File: src/rtl/gcd_engine.sv
// Subtract-and-compare GCD engine: operands A then B are captured on rising edges of Enter,
// Euclid's algorithm runs by repeated subtraction, and Halt/Output hold the result until the next entry.
module gcd_engine #(
    parameter int WIDTH  = 8,
    parameter int STEP_W = WIDTH
) (
    input  logic              CLOCK,
    input  logic              RESET,
    input  logic              Enter,
    input  logic [WIDTH-1:0]  Input,
    output logic              Halt,
    output logic [WIDTH-1:0]  Output,
    output logic              Busy,
    output logic [STEP_W-1:0] Steps,
    output logic              ZeroErr
);

    typedef enum logic [1:0] {
        WAIT_A  = 2'd0,
        WAIT_B  = 2'd1,
        COMPUTE = 2'd2,
        DONE    = 2'd3
    } state_t;

    state_t              state_r, state_s;
    logic                enter_q_r;
    logic                rise_s;
    logic [WIDTH-1:0]    x_r, x_s, y_r, y_s, out_r, out_s;
    logic                halt_r, halt_s, busy_r, busy_s, zerr_r, zerr_s;
    logic [STEP_W-1:0]   steps_r, steps_s;

    assign rise_s = Enter & ~enter_q_r;

    // State register
    always_ff @(posedge CLOCK) begin
        if (RESET) begin
            state_r <= WAIT_A;
        end else begin
            state_r <= state_s;
        end
    end

    // Edge detector and datapath registers
    always_ff @(posedge CLOCK) begin
        if (RESET) begin
            enter_q_r <= 1'b0;
            x_r       <= {WIDTH{1'b0}};
            y_r       <= {WIDTH{1'b0}};
            out_r     <= {WIDTH{1'b0}};
            halt_r    <= 1'b0;
            busy_r    <= 1'b0;
            zerr_r    <= 1'b0;
            steps_r   <= {STEP_W{1'b0}};
        end else begin
            enter_q_r <= Enter;
            x_r       <= x_s;
            y_r       <= y_s;
            out_r     <= out_s;
            halt_r    <= halt_s;
            busy_r    <= busy_s;
            zerr_r    <= zerr_s;
            steps_r   <= steps_s;
        end
    end

    // Next-state and datapath update; every register holds unless its state acts on it
    always_comb begin
        state_s = state_r;
        x_s     = x_r;
        y_s     = y_r;
        out_s   = out_r;
        halt_s  = halt_r;
        busy_s  = busy_r;
        zerr_s  = zerr_r;
        steps_s = steps_r;
        case (state_r)
            WAIT_A, DONE: begin
                // DONE accepts a new A directly, which is how a restart works without RESET
                if (rise_s) begin
                    x_s     = Input;
                    halt_s  = 1'b0;
                    zerr_s  = 1'b0;
                    steps_s = {STEP_W{1'b0}};
                    state_s = WAIT_B;
                end else begin
                    state_s = state_r;
                end
            end
            WAIT_B: begin
                if (rise_s) begin
                    y_s     = Input;
                    busy_s  = 1'b1;
                    state_s = COMPUTE;
                end else begin
                    state_s = WAIT_B;
                end
            end
            COMPUTE: begin
                if ((x_r == {WIDTH{1'b0}}) || (y_r == {WIDTH{1'b0}})) begin
                    out_s   = x_r | y_r;
                    zerr_s  = (x_r == {WIDTH{1'b0}}) && (y_r == {WIDTH{1'b0}});
                    halt_s  = 1'b1;
                    busy_s  = 1'b0;
                    state_s = DONE;
                end else if (x_r == y_r) begin
                    out_s   = x_r;
                    halt_s  = 1'b1;
                    busy_s  = 1'b0;
                    state_s = DONE;
                end else begin
                    if (x_r > y_r) begin
                        x_s = x_r - y_r;
                    end else begin
                        y_s = y_r - x_r;
                    end
                    if (steps_r == {STEP_W{1'b1}}) begin
                        steps_s = steps_r;
                    end else begin
                        steps_s = steps_r + {{(STEP_W-1){1'b0}}, 1'b1};
                    end
                    state_s = COMPUTE;
                end
            end
            default: begin
                state_s = WAIT_A;
            end
        endcase
    end

    assign Halt    = halt_r;
    assign Output  = out_r;
    assign Busy    = busy_r;
    assign Steps   = steps_r;
    assign ZeroErr = zerr_r;

endmodule

File: config.mk
export PLATFORM = sky130hd
export DESIGN_NAME = gcd_engine
export DESIGN_NICKNAME = d
export VERILOG_FILES = /design/src/rtl/gcd_engine.sv
export SDC_FILE = /design/constraint.sdc
export NUM_CORES = 1
export LEC_CHECK = 0
export BUFFER_PORTS_ARGS = -buffer_cell sky130_fd_sc_hd__buf_2
export CORE_ASPECT_RATIO = 2
export CORE_MARGIN = 10
export CORE_UTILIZATION = 52
export CTS_CLUSTER_DIAMETER = 50
export DETAILED_ROUTE_END_ITERATION = 7
export GPL_ROUTABILITY_DRIVEN = 0
export PLACE_DENSITY = 0.72
export SLEW_MARGIN = 20
export SYNTH_ARGS = -nofsm -noshare
export SYNTH_HDL_FRONTEND = slang
export SYNTH_SLANG_ARGS = --single-unit
File: constraint.sdc
create_clock -name CLOCK -period 4.17 [get_ports CLOCK]
set_clock_uncertainty 0.2 [all_clocks]
set_input_delay 0.2085 -clock CLOCK [delete_from_list [all_inputs] [get_ports CLOCK]]
set_output_delay 0.2085 -clock CLOCK [all_outputs]
set_load 0.01 [all_outputs]
==> impl_results.md, run 1 <==
- Status: completed
- Global Route Usage Sum: 0.174
- Die Ht: 124 um
- Async SR Flop Fraction: 0
- Slowest stage cell on the critical path: dfxtp_1
- Die W: 72.0 um
- Initial antenna violation count: 0
- First-pass GRT wire length: 12,500 um
- Number of global-route vias before repair: 2,552
- Worst hold slack: 0.0500 ns
- Switching part of the total power: 0.419
- RSZ-0062 raised after global routing: false
- Max-slew violation count: 0
- Number of remaining DRC errors: 0
- Met1 wire length: 2800 um
- Max cap viols: 0
- Clock root buffer master: clkbuf_8
- Antenna Nets Post-Route: 0
- Crit path max fanout: 14
- Worst VDD drop: 0.259 mV
- I/O Buffers: 29
- Fill cell count: 517
- Clock Latency Late Sink: 0.31 ns
- Sequential area share after synthesis: 0.271
- Met2 wire length: 4240 um
- Slew headroom: 0.400
- Largest net degree at the start of global routing: 49
- Part of the power in the clock network: 0.213
- FP Rows: 37
- Worst EP arrival: 3.17 ns
- Synth warn: 0
- Psw: 0.542 mW
- CORE AREA: 5180 sq um
- Fin nets: 404
- Top routing layer used: met4
- Routed WL: 7730 um
- Met3 WL: 321 um
- Clock sink total: 38
- Number of post-CTS setup repair buffers: 0
- Vias/cell: 6.05
- Fmax: 0.313 GHz
- Reg clk slew, reported paths: 0.08 ns
- Area of the multi-input gates: 1830 sq um
- Seq cells post-synth: 38
- Actual slew at the worst max-slew pin: 0.900 ns
- Placed insts: 414
- CP endpoint kind: flop
- Layout Area Growth over Synthesis: 8.15%
- TritonCTS clock tree: built
- Fin crit period: 3.20 ns
- I/O Pins: 30
- Cell variety after synth: 59
- Syn nets: 384
- TritonCTS buffer count: 5
- Total negative setup slack: 0 ns
- Layout Cells excl Fill: 423
- Critical Path RT: 4.14 ns
- Primary FF master, synth: dfxtp_1
- Wire per inst: 18.3 um
- Layout cells sized above 1: 0.134
- Hold buffers post-CTS: 1
- Detailed Routing Iterations Pass 1: 4
- Post-CTS sizing: 0
- Avg Cell Area, Syn: 8.16 sq um
- H-tree levels: 2
- Tcrit/Tclk final: 0.767
- Post-synth EDFFs: 0
- Gate Count Post-Synth: 344
- Pwr/cell area: 426 nW/um^2
- Routed via count: 2,561
- Flop pwr share: 0.329
- FF/Latch Area: 761 sq um
- Clock tree buffer depth: 2
- Hold Crit Class: primary input to flop
- Crit path launch type: flop
- Initial DRC Count: 219
- Crit Path Class: flop to flop
- Gate power share: 0.458
- Cell area after synthesis: 2810 sq um
- Final hold vios: 0
- Pleak: 1.18 nW
- Final HPWL DP: 5860 um
- CP cell instances: inv_1 -> fa_1 -> or3_1 -> a31o_1 -> a32oi_4 -> o211ai_4 -> a2111oi_0
- Starting Density: 0.542
- Overflow after GRT: 0
- Int Power: 0.751 mW
- Die ar.: 8920 sq um
- Crit-path max cell delay: 0.52 ns
- Final setup vio count: 0
- # diodes: 0
-- layer usage --
metal,vias to the layer above,track usage
met4,0,0.116
met1,1199,0.162
met5,-,0
met3,25,0.0366
met2,72,0.326
li1,1265,-
-- worst paths after layout --
path | from | to | slack (ns) | depth (start not counted)
setup reg to reg | x_r[1] | x_r[0] | 0.97 | 7
hold reg to reg | Output[0] | Output[0] | 0.25 | 2
hold / removal | Input[1] | y_r[1] | 0.05 | 3
setup / recovery | x_r[1] | x_r[0] | 0.97 | 7
-- synthesized netlist by cell type (3+ instances only) --
| cell | number | share of area |
|---|---|---|
| inv_1 | 28 | 0.037 |
| nand2_1 | 36 | 0.048 |
| o31ai_1 | 3 | 0.0080 |
| a21oi_1 | 30 | 0.053 |
| xnor2_1 | 9 | 0.028 |
| nor4_1 | 8 | 0.018 |
| mux2i_1 | 8 | 0.029 |
| nand3b_1 | 8 | 0.021 |
| nand4_1 | 3 | 0.0067 |
| nand2b_1 | 5 | 0.011 |
| nor2b_1 | 6 | 0.013 |
| dfxtp_1 | 38 | 0.27 |
| nor2_1 | 28 | 0.037 |
| nand3_1 | 6 | 0.011 |
| o21ai_0 | 5 | 0.0089 |
| and3_1 | 3 | 0.0067 |
| o21bai_1 | 5 | 0.013 |
| ha_1 | 27 | 0.12 |
| nor3_1 | 13 | 0.023 |
| o211ai_1 | 10 | 0.027 |
| or3_1 | 3 | 0.0067 |
| clkbuf_1 | 12 | 0.016 |
| a211oi_1 | 3 | 0.0080 |
| a211o_1 | 5 | 0.016 |
-- flip-flops by register name, indices dropped and copies added, names as in the netlist --
register / flops
x_r: 8
Busy: 1
enter_q_r: 1
Steps: 8
ZeroErr: 1
Halt: 1
state_r: 2
Output: 8
y_r: 8
-- layout by cell type, fill, tap and decap left out, types with 9 or more instances in the layout --
cell	n
nor3_1	13
nand2_1	36
a21oi_1	30
inv_1	28
buf_2	29
dfxtp_1	38
ha_1	27
nor2_1	28
o211ai_1	10
xnor2_1	9
-- metrics by stage --
stage	power, mW	util	cell area (sq um)	setup slack (ns)
global placement	1.01	0.565	2930	1.03
detailed placement	1.02	0.565	2930	0.999
CTS	1.29	0.586	3040	0.973
floorplan	0.894	-	2810	1.46
global route	1.37	0.586	3040	0.775
finish	1.29	0.586	3040	0.970
-- cells by family (layout without fill, tap and decap cells) --
family,after synthesis,count (layout),synth area share
AND/OR/NAND/NOR,126,126,0.225
AO/OA/AOI/OAI,85,85,0.230
buffers and inverters,47,68,0.0762
flip-flops,38,38,0.271
adder cells (fa/ha/maj),29,29,0.135
XOR/XNOR,10,10,0.0312
multiplexers,9,9,0.0325
-- cell type report --
cell class | count | area share
Multi-Input combinational cell | 259 | 0.604
Sequential cell | 38 | 0.251
Timing Repair Buffer | 32 | 0.0560
Inverter | 28 | 0.0346
Clock buffer | 6 | 0.0272
Tap cell | 58 | 0.0239
Clock inverter | 2 | 0.00412
-- power by group through the flow --
stage	combinational, mW	clock, mW	sequential [mW]
3_3_place_gp	0.576	0	0.432
3_5_place_dp	0.583	0	0.433
5_1_grt	0.649	0.291	0.429
2_1_floorplan	0.471	0	0.423
6_report	0.593	0.275	0.426
4_1_cts	0.587	0.279	0.425
-- worst max-delay path, delay by kind of cell, from the launching register on --
family / cells / cell delay (ns)
adders and majority gates: 1 / 0.50
buffers and inverters: 1 / 0.19
AOI/OAI and AO/OA: 4 / 1.29
DFF: 1 / 0.52
and+or+nand+nor: 1 / 0.37
Power figures use the tool's default switching activity.
==> run 2: changes to the inputs <==
--- a/config.mk
+++ b/config.mk
@@ -12,7 +12,7 @@
 export CTS_CLUSTER_DIAMETER = 50
 export DETAILED_ROUTE_END_ITERATION = 7
 export GPL_ROUTABILITY_DRIVEN = 0
-export PLACE_DENSITY = 0.72
+export PLACE_DENSITY = 0.75
 export SLEW_MARGIN = 20
 export SYNTH_ARGS = -nofsm -noshare
 export SYNTH_HDL_FRONTEND = slang
==> constraint.sdc (replaced) <==
create_clock -name CLOCK -period 2.9 [get_ports CLOCK]
set_clock_uncertainty 0.2 [all_clocks]
set_input_delay 0.145 -clock CLOCK [delete_from_list [all_inputs] [get_ports CLOCK]]
set_output_delay 0.145 -clock CLOCK [all_outputs]
set_load 0.01 [all_outputs]
==> run 2 against run 1 <==
Effect of this change: die area did not move; final cell count rose by 6.1%; global-route usage rose by 0.95 points; maximum frequency rose by 14%; combinational power rose by 68%; critical path type unchanged.
==> impl_results.md, run 2 (synthesis results as in run 1) <==
- # diodes: 0 (unchanged)
- Layout cells sized above 1: 0.199 (+0.0652)
- R2r setup slk: 0.09 ns (-0.88 ns)
- Total negative setup slack: 0 ns (unchanged)
- Routed via count: 2,736 (+6.8%)
- Number of global-route vias before repair: 2,786 (+9.2%)
- Final HPWL DP: 6230 um (+6.2%)
- Die Ht: 124 um (unchanged)
- Max cap viols: 0 (unchanged)
- Worst Hold Depth: 3 (unchanged)
- TritonCTS buffer count: 5 (unchanged)
- Starting Density: 0.542 (unchanged)
- Initial DRC Count: 154 (-30%)
- Critical Path RT: 2.93 ns (-1.21 ns)
- Routed WL: 8110 um (+4.8%)
- Antenna Nets Post-Route: 0 (unchanged)
- Crit path launch: x_r[0]
- Crit Path Class: flop to flop
- Pwr/cell area: 610 nW/um^2 (+43%)
- Max-slew violation count: 0 (unchanged)
- Final setup vio count: 0 (unchanged)
- I/O Buffers: 29 (unchanged)
- CP cell instances: inv_1 -> ha_1 -> fa_2 -> or3_1 -> a31o_1 -> a32oi_4 -> o211ai_4 -> buf_6 -> a211o_1 -> a21oi_1
- Status: completed
- Detailed Routing Iterations Pass 1: 4 (unchanged)
- Crit-path max cell delay: 0.36 ns (-0.16 ns)
- Placed insts: 438 (+5.8%)
- Slew headroom: 0.552 (+0.152)
- Final Core Density: 0.628 (+0.0425)
- H-tree levels: 2 (unchanged)
- Fmax: 0.356 GHz (+14%)
- CORE AREA: 5180 sq um (unchanged)
- Reg clk slew, reported paths: 0.07 ns (about the same)
- Fin crit period: 2.81 ns (-0.391 ns)
- Overflow after GRT: 0 (unchanged)
- Worst EP arrival: 2.84 ns (-0.33 ns)
- Worst hold start: Input[1]
- First-pass GRT wire length: 13,100 um (+5.3%)
- Crit path max fanout: 9 (-5)
- Vias/cell: 6.09 (+0.65%)
- Global Route Usage Sum: 0.184 (+0.00954)
- R2r worst-path depth: 10 (+3)
- Origin of the critical flop-to-flop path: x_r[0]
- CP endpoint kind: flop
- Tcrit/Tclk final: 0.969 (+0.201)
- Slowest stage cell on the critical path: fa_2
- TritonCTS clock tree: built
- RSZ-0062 raised after global routing: false
- Clock root buffer master: clkbuf_8
- I/O Pins: 30 (unchanged)
- RR Endpoint: x_r[2]
- Worst VDD drop: 0.472 mV (+82%)
- Initial antenna violation count: 0 (unchanged)
- Clock Latency Late Sink: 0.30 ns (about the same)
- Most common cell after layout, fill and taps aside: dfxtp_1
- FP Rows: 37 (unchanged)
- Total Power: 1.99 mW (+54%)
- Number of remaining DRC errors: 0 (unchanged)
- Die W: 72.0 um (unchanged)
- Most frequent cells in the layout: dfxtp_1 (37), nand2_1 (36), a21oi_1 (30), buf_2 (30)
- Crit path launch type: flop
- Layout Cells excl Fill: 449 (+6.1%)
- Clock sink total: 38 (unchanged)
- Clock tree buffer depth: 2 (unchanged)
- Worst Hold End: y_r[1]
- Actual slew at the worst max-slew pin: 0.672 ns (-0.228 ns)
- Wire per inst: 18.1 um (-1.3%)
- Largest net degree at the start of global routing: 39 (-20%)
- Hold Crit Class: primary input to flop
- Die ar.: 8920 sq um (unchanged)
- Final hold vios: 0 (unchanged)
- Fin nets: 430 (+6.4%)
- Layout Area Growth over Synthesis: 16.0%
- Worst hold slack: 0.0291 ns (-0.0209 ns)
- Pleak: 1.32 nW (+11%)
-- run 2: stage by stage --
stage          area (sq um)  setup slack (ns)
2_1_floorplan          2810             0.186
5_1_grt                3260            0.0169
3_3_place_gp           3110             0.120
6_report               3260            0.0911
3_5_place_dp           3110            0.0690
4_1_cts                3210            0.0538
-- run 2: worst max-delay path, delay by kind of cell (launching register included) --
family                   cells  cell delay, ns
AND/OR/NAND/NOR              1            0.33
flip-flops                   1            0.33
adder cells (fa/ha/maj)      2            0.59
AO/OA/AOI/OAI                5            1.04
buffers and inverters        2            0.24
-- run 2: what timing repair did --
action	CTS	global route
setup buffers	0	1
hold buffers	1	0
hold endpoints to repair	1	0
gates resized for setup	0	8
endpoints found under the setup margin	0	16
-- run 2: cell type report --
class	count	area [sq um]
clock buffers	7	86.3
clock inverters	1	5.00
fillers	479	1930
inverters	28	105
multi-input cells	259	1860
flip-flops and latches	38	762
well taps	58	72.6
repair buffers	58	367
-- run 2: power breakdown --
part	switching [mW]	leakage (nW)	internal, mW
logic	0.569	0.959	0.428
registers	0.0395	0.310	0.561
clock network	0.195	0.0482	0.192
total	0.804	1.32	1.18
-- run 2: how the worst max path moves through the flow --
stage	cells after the start	endpoint	slack (ns)
final	10	x_r[2]	0.09
after global routing	10	x_r[2]	0.02
after CTS	9	x_r[1]	0.05
after detailed placement	9	x_r[1]	0.07
after global placement	8	Steps[4]	0.12
after floorplan	10	x_r[4]	0.19
-- run 2: metal layers --
metal | share of wire | routed length (um) | vias to the layer above | global-route usage
met4 | 0.083 | 670 | 0 | 0.146
met1 | 0.33 | 2690 | 1288 | 0.158
met2 | 0.54 | 4340 | 102 | 0.350
met5 | 0 | 0 | - | 0
li1 | - | - | 1304 | -
met3 | 0.050 | 403 | 42 | 0.0374
==> run 3: changes to the inputs <==
--- a/config.mk
+++ b/config.mk
@@ -6,7 +6,7 @@
 export NUM_CORES = 1
 export LEC_CHECK = 0
 export BUFFER_PORTS_ARGS = -buffer_cell sky130_fd_sc_hd__buf_2
-export CORE_ASPECT_RATIO = 2
+export CORE_ASPECT_RATIO = 0.5
 export CORE_MARGIN = 10
 export CORE_UTILIZATION = 52
 export CTS_CLUSTER_DIAMETER = 50
==> run 3 against run 2 <==
Effect of this change: sequential power about the same; total power is 3.6% lower; flip-flop and latch count unchanged; routed wire length decreased by 8.5%; critical endpoint is now x_r[7]; largest cell class unchanged.
==> impl_results.md, run 3 (synthesis results as in run 1) <==
- Final worst slack: 0.0799 ns (-0.0112 ns)
- Worst hold slack: 0.0629 ns (+0.0337 ns)
- Final setup vio count: 0 (unchanged)
- TritonCTS clock tree: built
- Tcrit/Tclk final: 0.972 (+0.00386)
- Most frequent cells in the layout: dfxtp_1 (38), nand2_1 (36), a21oi_1 (29), buf_2 (29)
- Die ar.: 8920 sq um (unchanged)
- Pwr/cell area: 593 nW/um^2 (-2.8%)
- Status: completed
- Overflow after GRT: 0 (unchanged)
- # diodes: 0 (unchanged)
- Largest net degree at the start of global routing: 33 (-15%)
- Fmax: 0.355 GHz (-0.40%)
- Routed via count: 2,635 (-3.7%)
- Initial antenna violation count: 0 (unchanged)
- H-tree levels: 2 (unchanged)
- Fin nets: 422 (-1.9%)
- Fin crit period: 2.82 ns (+0.0112 ns)
- Clock root buffer master: clkbuf_8
- Final HPWL DP: 5510 um (-11%)
- Slew headroom: 0.640 (+0.0879)
- Final hold vios: 0 (unchanged)
- Clock sink total: 38 (unchanged)
- Actual slew at the worst max-slew pin: 0.527 ns (-0.145 ns)
- Crit path max fanout: 7 (-2)
- Hold Crit Class: primary input to flop
- Most common cell after layout, fill and taps aside: dfxtp_1
- Crit Path Class: flop to flop
- Number of remaining DRC errors: 0 (unchanged)
- Die W: 124 um (+72%)
- Layout Area Growth over Synthesis: 15.0%
- Layout cells sized above 1: 0.186 (-0.0131)
- I/O Buffers: 29 (unchanged)
- Initial DRC Count: 175 (+14%)
- Die Ht: 72.0 um (-42%)
- Worst VDD drop: 0.245 mV (-48%)
- Global Route Usage Sum: 0.163 (-0.0204)
- Clock tree buffer depth: 2 (unchanged)
- Crit path launch type: flop
- Critical Path RT: 2.92 ns (about the same)
- CP endpoint kind: flop
- Clock Latency Late Sink: 0.28 ns (-0.02 ns)
- Detailed Routing Iterations Pass 1: 5 (+1)
- RSZ-0062 raised after global routing: true
- TritonCTS buffer count: 5 (unchanged)
- Worst EP arrival: 2.84 ns (about the same)
- CORE AREA: 5070 sq um (-2.3%)
- I/O Pins: 30 (unchanged)
- Pleak: 1.27 nW (-3.3%)
- Max-slew violation count: 0 (unchanged)
- Reg clk slew, reported paths: 0.07 ns (about the same)
- FP Rows: 18 (-51%)
- First-pass GRT wire length: 12,000 um (-8.4%)
- Number of global-route vias before repair: 2,495 (-10%)
- Total negative setup slack: 0 ns (unchanged)
- Starting Density: 0.554 (+0.0126)
- Antenna Nets Post-Route: 0 (unchanged)
- Pre-CTS setup slack: 0.0505 ns (-0.0184 ns)
- Max cap viols: 0 (unchanged)
- Vias/cell: 5.84 (-4.1%)
- Wire per inst: 16.4 um (-8.9%)
- Routed WL: 7420 um (-8.5%)
[run 3: final cells by class]
class,instances,area (sq um)
Tap cell,70,87.6
Sequential cell,38,761
Fill cell,451,1840
Inverter,28,105
Multi-Input combinational cell,259,1870
Clock buffer,6,82.6
Timing Repair Buffer,50,324
[run 3: metrics by stage]
stage                     utilization  cells  total power [mW]  cell area [sq um]
final                           0.637    451              1.91               3230
after global routing            0.637    451              2.04               3230
after CTS                       0.621    447              1.86               3150
after detailed placement        0.601    439              1.49               3040
after global placement          0.601    439              1.46               3040
after floorplan                     -    344              1.29               2810
[run 3: final timing paths]
kind	slack, ns	cells after the start	endpoint	from
max	0.08	10	x_r[7]	x_r[0]
min	0.06	5	y_r[7]	Input[7]
max reg2reg	0.08	10	x_r[7]	x_r[0]
min reg2reg	0.25	2	Output[4]	Output[4]
[run 3: per-layer routing]
| layer | vias up | global-route usage | routed length, um |
|---|---|---|---|
| met3 | 10 | 0.0525 | 699 |
| met1 | 1230 | 0.217 | 3340 |
| met2 | 99 | 0.255 | 3290 |
| li1 | 1296 | - | - |
| met4 | 0 | 0.0305 | 87 |
| met5 | - | 0 | 0 |
[run 3: what timing repair did]
item / 4_1_cts / 5_1_grt
gates resized for setup: 0 / 11
hold buffers: 2 / 0
setup endpoints to repair: 0 / 16
endpoints found under the hold margin: 2 / 0
setup buffers: 0 / 4
[run 3: power breakdown]
part | leakage [nW] | total [mW] | internal, mW | switching, mW
Sequential | 0.309 | 0.602 | 0.561 | 0.0412
Clock | 0.0431 | 0.363 | 0.184 | 0.180
Combinational | 0.922 | 0.948 | 0.396 | 0.552
[run 3: critical path, cell delays in order, from the launching register on]
cell      delay, ns
dfxtp_1        0.33
inv_1          0.09
ha_2           0.21
fa_2           0.35
or3_1          0.34
a31o_1         0.22
a32oi_4        0.31
o211ai_4       0.14
buf_4          0.21
a211o_1        0.23
a21oi_1        0.12
